[config.mk]
export PLATFORM = sky130hd
export DESIGN_NAME = noc_input_buffer
export DESIGN_NICKNAME = d
export VERILOG_FILES = /design/src/rtl/noc_params_pkg.sv /design/src/rtl/noc_input_buffer_circular_buffer.sv /design/src/rtl/noc_input_buffer.sv
export SDC_FILE = /design/constraint.sdc
export NUM_CORES = 1
export LEC_CHECK = 0
export CAP_MARGIN = 20
export CORE_ASPECT_RATIO = 0.75
export CORE_MARGIN = 4
export CORE_UTILIZATION = 32
export DETAILED_ROUTE_END_ITERATION = 10
export DONT_BUFFER_PORTS = 1
export SKIP_CTS_REPAIR_TIMING = 1
export SYNTH_ARGS = -nofsm -noshare
export SYNTH_HDL_FRONTEND = slang
export SYNTH_HIERARCHICAL = 1
export SYNTH_SLANG_ARGS = --single-unit
[constraint.sdc]
create_clock -name clk -period 5.1 [get_ports clk]
set_input_delay 1.02 -clock clk [delete_from_list [all_inputs] [get_ports clk]]
set_output_delay 1.02 -clock clk [all_outputs]
set_load 0.03 [all_outputs]
[src/rtl/noc_params_pkg.sv]
// noc_params: flit and port types shared by the router input-port blocks.
// Holds the address/payload sizes, flit label and output-port enums, the flit
// layout (head flits carry a destination, body/tail flits a raw payload), the
// input-buffer packet states and two small label decoders.
package noc_params;

   localparam int VC_NUM            = 2;
   localparam int VC_SIZE           = $clog2(VC_NUM);
   localparam int DEST_ADDR_SIZE_X  = 4;
   localparam int DEST_ADDR_SIZE_Y  = 4;
   localparam int HEAD_PAYLOAD_SIZE = 8;
   localparam int FLIT_DATA_SIZE    = DEST_ADDR_SIZE_X + DEST_ADDR_SIZE_Y + HEAD_PAYLOAD_SIZE;

   typedef enum logic [1:0] {HEAD, BODY, TAIL, HEADTAIL} flit_label_t;

   typedef enum logic [2:0] {LOCAL, NORTH, SOUTH, WEST, EAST} port_t;

   typedef struct packed {
      logic [DEST_ADDR_SIZE_X-1:0]  x_dest;
      logic [DEST_ADDR_SIZE_Y-1:0]  y_dest;
      logic [HEAD_PAYLOAD_SIZE-1:0] head_pl;
   } head_data_t;

   typedef union packed {
      head_data_t                head_data;
      logic [FLIT_DATA_SIZE-1:0] bt_pl;
   } flit_data_t;

   typedef struct packed {
      flit_label_t        flit_label;
      logic [VC_SIZE-1:0] vc_id;
      flit_data_t         data;
   } flit_t;

   typedef enum logic [1:0] {IB_IDLE, IB_VA, IB_ACTIVE} ib_state_t;

   function automatic logic is_head(flit_label_t l);
      return (l == HEAD) || (l == HEADTAIL);
   endfunction

   function automatic logic is_tail(flit_label_t l);
      return (l == TAIL) || (l == HEADTAIL);
   endfunction

endpackage

[src/rtl/noc_input_buffer_circular_buffer.sv]
// circular_buffer: flit FIFO with wrapping read/write pointers and occupancy count.
// Ports: clk, rst (async, active-low); data_i/write_i push request; read_i pop request;
// vc_i replaces vc_id of the popped flit; data_o registered popped flit (held between
// pops); head_label_o label at the read pointer; wr_acc_o/rd_acc_o accepted strobes;
// is_full_o/is_empty_o/count_o occupancy.
module circular_buffer
   import noc_params::*;
#(
   parameter int BUFFER_SIZE = 8
) (
   input  logic                         clk,
   input  logic                         rst,
   input  flit_t                        data_i,
   input  logic                         write_i,
   input  logic                         read_i,
   input  logic [VC_SIZE-1:0]           vc_i,
   output flit_t                        data_o,
   output flit_label_t                  head_label_o,
   output logic                         wr_acc_o,
   output logic                         rd_acc_o,
   output logic                         is_full_o,
   output logic                         is_empty_o,
   output logic [$clog2(BUFFER_SIZE):0] count_o
);

   localparam int PW = $clog2(BUFFER_SIZE);
   localparam int CW = PW + 1;

   flit_t            mem_q [BUFFER_SIZE];
   logic [PW-1:0]    wr_ptr_q, rd_ptr_q;
   logic [CW-1:0]    count_q, count_d;
   flit_t            data_q, data_d;
   flit_t            head;

   assign is_full_o    = (count_q == CW'(BUFFER_SIZE));
   assign is_empty_o   = (count_q == '0);
   assign count_o      = count_q;
   assign head         = mem_q[rd_ptr_q];
   assign head_label_o = head.flit_label;
   assign data_o       = data_q;

   assign rd_acc_o = read_i && !is_empty_o;
   // A pop in the same cycle frees a slot, so a full buffer still takes the write.
   assign wr_acc_o = write_i && (!is_full_o || rd_acc_o);

   always_comb begin
      count_d = count_q;
      case ({wr_acc_o, rd_acc_o})
         2'b10:   count_d = count_q + 1'b1;
         2'b01:   count_d = count_q - 1'b1;
         default: count_d = count_q;
      endcase
      data_d       = head;
      data_d.vc_id = vc_i;
   end

   always_ff @(posedge clk) begin
      if (wr_acc_o) mem_q[wr_ptr_q] <= data_i;
   end

   always_ff @(posedge clk or negedge rst) begin
      if (!rst) begin
         wr_ptr_q <= '0;
         rd_ptr_q <= '0;
         count_q  <= '0;
         data_q   <= '0;
      end else begin
         count_q <= count_d;
         if (wr_acc_o) wr_ptr_q <= wr_ptr_q + 1'b1;
         if (rd_acc_o) begin
            rd_ptr_q <= rd_ptr_q + 1'b1;
            data_q   <= data_d;
         end
      end
   end

endmodule

[src/rtl/noc_input_buffer.sv]
// noc_input_buffer: one VC input FIFO of a router input port with packet tracking.
// Ports: clk, rst (async, active-low); data_i/write_i incoming flits; read_i pop;
// out_port_i route of the head flit being written; vc_valid_i/vc_new_i downstream VC
// grant; data_o last popped flit carrying the allocated VC; is_full_o/is_empty_o
// occupancy; out_port_o route of the current packet; on_off_o upstream may send.
//
// state     | meaning
// IB_IDLE   | no packet open; only HEAD/HEADTAIL writes are accepted
// IB_VA     | head stored, waiting for downstream VC grant; reads ignored
// IB_ACTIVE | VC granted; flits drain until a TAIL/HEADTAIL is read
module noc_input_buffer
   import noc_params::*;
#(
   parameter int BUFFER_SIZE    = 8,
   parameter int PIPELINE_DEPTH = 5
) (
   input  logic               clk,
   input  logic               rst,
   input  flit_t              data_i,
   input  logic               write_i,
   input  logic               read_i,
   input  port_t              out_port_i,
   input  logic               vc_valid_i,
   input  logic [VC_SIZE-1:0] vc_new_i,
   output flit_t              data_o,
   output logic               is_full_o,
   output logic               is_empty_o,
   output port_t              out_port_o,
   output logic               on_off_o
);

   ib_state_t                    state_q, state_d;
   port_t                        out_port_q, out_port_d;
   logic [VC_SIZE-1:0]           vc_q, vc_d;
   logic                         wr_req, rd_req, wr_acc, rd_acc;
   flit_label_t                  head_label;
   logic [$clog2(BUFFER_SIZE):0] count_w;

   // Non-head flits arriving with no open packet are orphans and are dropped.
   assign wr_req = write_i && !((state_q == IB_IDLE) && !is_head(data_i.flit_label));
   assign rd_req = read_i && (state_q == IB_ACTIVE);

   circular_buffer #(.BUFFER_SIZE(BUFFER_SIZE)) u_buf (
      .clk          (clk),
      .rst          (rst),
      .data_i       (data_i),
      .write_i      (wr_req),
      .read_i       (rd_req),
      .vc_i         (vc_q),
      .data_o       (data_o),
      .head_label_o (head_label),
      .wr_acc_o     (wr_acc),
      .rd_acc_o     (rd_acc),
      .is_full_o    (is_full_o),
      .is_empty_o   (is_empty_o),
      .count_o      (count_w)
   );

   always_comb begin
      state_d    = state_q;
      out_port_d = out_port_q;
      vc_d       = vc_q;
      case (state_q)
         IB_IDLE: begin
            if (wr_acc && is_head(data_i.flit_label)) begin
               out_port_d = out_port_i;
               state_d    = IB_VA;
            end
         end
         IB_VA: begin
            if (vc_valid_i) begin
               vc_d    = vc_new_i;
               state_d = IB_ACTIVE;
            end
         end
         IB_ACTIVE: begin
            if (rd_acc && is_tail(head_label)) state_d = IB_IDLE;
         end
         default: state_d = IB_IDLE;
      endcase
   end

   always_ff @(posedge clk or negedge rst) begin
      if (!rst) begin
         state_q    <= IB_IDLE;
         out_port_q <= LOCAL;
         vc_q       <= '0;
      end else begin
         state_q    <= state_d;
         out_port_q <= out_port_d;
         vc_q       <= vc_d;
      end
   end

   assign out_port_o = out_port_q;
   // Upstream keeps sending only while free slots exceed the flits it may have in flight.
   assign on_off_o   = (BUFFER_SIZE - int'(count_w)) > PIPELINE_DEPTH;

endmodule

# == After elaboration in Yosys (flattened, before gate mapping) ==
# Memories as Yosys holds them, arrays and structs flattened.
# Index checks and enable logic that the tools add are counted.
# word_totals
reg_bits,35
ramBits,152
inputBits,28
wordCells,55
mem_count,1
# classes
add_sub_neg,5
order_cmp,1
n_eq_ne,11
muxes,7
reduce_logical,21
# mem_list
name,words,width,read_ports,rd_ports_with_merged_regs,wr,line,text
u_buf.mem_q,8,19,1,0,1,noc_input_buffer_circular_buffer.sv:29,flit_t mem_q [BUFFER_SIZE];
# op_table
operator,count
equality test 2 bit (second input constant),5
one-hot mux 4 bit (2 select lines),1
logical AND 1 bit,7
adder 3 x 1 -> 3 bit (second input constant),2
two-way mux 2 bit,3
one-hot mux 2 bit (3 select lines),1
greater-than comparator 5 x 4 -> 1 bit (second input constant),1
subtractor 4 x 4 -> 5 bit (first input constant),1
adder 4 x 1 -> 4 bit (second input constant),1
equality test 2 x 1 -> 1 bit (second input constant),2
equality test 4 bit (second input constant),1
logical NOT 1 bit,4
logical NOT 2 bit,2
logical NOT 4 bit,1
!= test 2 x 1 -> 1 bit (second input constant),2
AND reduction 2 bit,2
subtractor 4 x 1 -> 4 bit (second input constant),1
logical OR 1 bit,3
AND reduction 3 bit,1
two-way mux 1 bit,2
!= test 2 bit (second input constant),1
nonzero test 2 bit,1

# == Logic depth before layout (Yosys ltp) ==
# logic_depth
ltp_word,10
ltp_mapped,10
mapped_depth_nobuf,10

# == Modules after synthesis ==
# The synthesis kept the hierarchy.
# modules_own_cells
mod,instances,cells_each,area_each_um2
circular_buffer,1,400,6830.3
noc_input_buffer,1,35,347.8

# == Least setup slack after synthesis ==
# Ideal clock, no wire load.
# synth_timing
path_type,input to register
startpoint,in data_i[18] in the netlist's numbering
endpoint,"mem u_buf/mem_q[0][0] in the netlist's numbering, enable pin"
setup_ps,439
arrival_time_ps,3259
required_ps,4661
slack_ps,1402
stages,4
n_path_buf,0
cell_sequence,xnor2_1 -> o31a_2 -> o21ai_4 -> nor4_1
# synth_between
elab_chain_cells,9
word_cells_on_any_way,10
classes_between,eq/ne (1); mux (2); reduce/logical (7)
# synth_lines
element,line,text
from (decl),noc_input_buffer.sv:19,"input flit_t data_i,"
equality test 2 bit or logical NOT 2 bit (tied branches),noc_params_pkg.sv:38,return (l == HEAD) || (l == HEADTAIL);
logical OR 1 bit *,noc_params_pkg.sv:38,
logical NOT 1 bit *,noc_input_buffer.sv:40,assign wr_req = write_i && !((state_q == IB_IDLE) && !is_head(data_i.flit_label));
logical AND 1 bit *,noc_input_buffer.sv:40,
logical NOT 1 bit *,noc_input_buffer.sv:40,
logical AND 1 bit *,noc_input_buffer.sv:40,
named net wr_req,noc_input_buffer.sv:35,"logic wr_req, rd_req, wr_acc, rd_acc;"
logical AND 1 bit *,noc_input_buffer_circular_buffer.sv:44,assign wr_acc_o = write_i && (!is_full_o || rd_acc_o);
two-way mux 1 bit *,noc_input_buffer_circular_buffer.sv:58,if (wr_acc_o) mem_q[wr_ptr_q] <= data_i;
two-way mux 1 bit (implied by the code) *,noc_input_buffer_circular_buffer.sv:58,
to (decl),noc_input_buffer_circular_buffer.sv:29,
# Mark *: on every way through the listed nets, which the timed path passes. The rest lies on a longest branch.

# == Worst setup path after layout ==
# layout_timing
startpoint,"reg u_buf.count_q[0], in the netlist u_buf/count_o[0]"
endpoint,out on_off_o
# layout_between
elab_chain_cells,2
# layout_lines
element,line,text
from (decl),noc_input_buffer_circular_buffer.sv:31,"logic [CW-1:0] count_q, count_d;"
from (signal assigned),noc_input_buffer_circular_buffer.sv:68,count_q <= count_d;
subtractor 4 x 4 -> 5 bit,noc_input_buffer.sv:97,assign on_off_o = (BUFFER_SIZE - int'(count_w)) > PIPELINE_DEPTH;
greater-than comparator 5 x 4 -> 1 bit,noc_input_buffer.sv:97,
to (decl),noc_input_buffer.sv:29,output logic on_off_o
# No other way between the ends.

==> results.tsv <==
metric	value	unit
clock latency on the worst-skew pair	430	ps
Post-layout nets	484	
Final Critical Period	3140	ps
Crit Path Class	reg -> out	
die height	138	um
largest net degree at the start of global routing	75	
clk sinks	179	
H-tree depth	4	
synthesis-to-layout area growth	13.5	%
CTS tree	done	
Slew @ Worst Pin	1080	ps
GRT overflow	0	
yosys warns	6	
cell count after placement	722	
antenna viol nets, final	0	
worst vdd ir	0.263	mV
crit path launch	u_buf/count_o[0]	
Vias/cell	4.90	
Die ar.	24900	sq um
CTS clock-pin slew for the worst setup and hold paths	60	ps
clk buf depth	2	
vias in the first global route	3913	
Crit. End Element	output port	
First-pass DRT Iterations	4	
RePlAce Congestion	0.685	
share of cells above drive strength 1	0.207	
Routed WL per cell	19.6	um
outcome	completed	
I/O pins	53	
root buf cell	clkbuf_16	
Hold Path Class	in -> async	
fmax	0.318	GHz
core area	22100	sq um
Initial Util	0.325	
Crit Path Max Fanout	11	
highest-count cells in the layout ignoring fill and taps	edfxtp_1 (144), mux2_2 (39), mux2i_1 (37)	
RSZ-0062 raised after global routing	false	
leakage	2.86	nW
setup TNS	0	ps
power density over cell area	577	nW/um^2
Horiz. Die Dim	181	um
ratio of final minimum period to clock period	0.617	
fin cells	754	
final hold viol count	0	
max-cap violations	0	
PortBufs	0	
fin. max-slew vios	0	
final setup fails	0	
most common cell after layout, fill and taps aside	edfxtp_1	
CP required	4080	ps
hpwl dp	8.62	mm
drt drc	0	
Core Util, Final	0.369	
Final Skew	5.47	ps
r2r startpoint	u_buf/count_o[1]	
CTS Buf Count	17	
all-layer global routing usage	0.126	
Row Count	47	
Net Count, Synth	470	
via count	3697	
WL final	14.8	mm
critical path arrival	2120	ps
Iteration-0 DRC Markers	218	
Ant. Diodes	0	
startpoint types	flip-flop	
initial antenna violation count	0	
global-route wire length before repair	23.2	mm
Slew headroom	0.280	
synthesized area	7170	sq um
Avg Cell Area, Syn	16.5	sq um
Post-Syn Instances	434	
worst max-delay path, stage by stage, from the launching register on:
cell and delay [ps]:
dfrtp_1 580, inv_1 90, ha_1 240, or3_1 310, a211oi_1 190, or3_1 300
per-stage QoR:
stage	power, mW	setup WS [ps]	area, sq um	hold WS [ps]
after floorplan	3.16	1400	7170	433
after global placement	3.43	1720	7540	458
after detailed placement	3.51	1580	7560	462
after CTS	4.74	1920	8110	267
after global routing	4.97	1660	8140	256
final	4.70	1960	8140	287
registers in the layout, summed over array words and instances, names as in the netlist:
name	cells
u_buf/wr_ptr_q	3
u_buf/rd_ptr_q	3
u_buf/mem_q	144
vc_q	1
u_buf/count_o	4
state_q	2
u_buf/data_o	19
out_port_o	3
per-layer routing:
| layer | vias to the layer above | routed length, um | part of all wire | track usage |
|---|---|---|---|---|
| met4 | 0 | 219 | 0.015 | 0.0449 |
| li1 | 1707 | - | - | - |
| met5 | - | 0 | 0 | 0 |
| met1 | 1874 | 6620 | 0.45 | 0.158 |
| met3 | 22 | 1200 | 0.081 | 0.0465 |
| met2 | 94 | 6750 | 0.46 | 0.202 |
power breakdown:
group,internal [mW],switching [mW]
Sequential,1.86,0.386
Combinational,0.548,0.681
Clock,0.690,0.537
final cells by class:
class	instances	area (sq um)
Fill cell	2051	13900
Sequential cell	179	5200
Multi-Input combinational cell	226	1840
Clock buffer	21	450
Tap cell	294	368
Timing Repair Buffer	14	133
Clock inverter	10	101
Inverter	10	37.5
worst paths after layout:
| path | end | slack (ps) | cells past startpoint |
|---|---|---|---|
| worst max register to register | u_buf/count_o[3] | 2070 | 8 |
| worst max-delay path | on_off_o | 1960 | 5 |
| worst min register to register | u_buf/data_o[16] | 470 | 2 |
| max in group asynchronous | u_buf/rd_ptr_q[0] | 4720 | 0 |
| worst min-delay path | u_buf/count_o[0] | 290 | 0 |
| min in group clk | u_buf/data_o[16] | 470 | 2 |
Power figures use the tool's default switching activity.
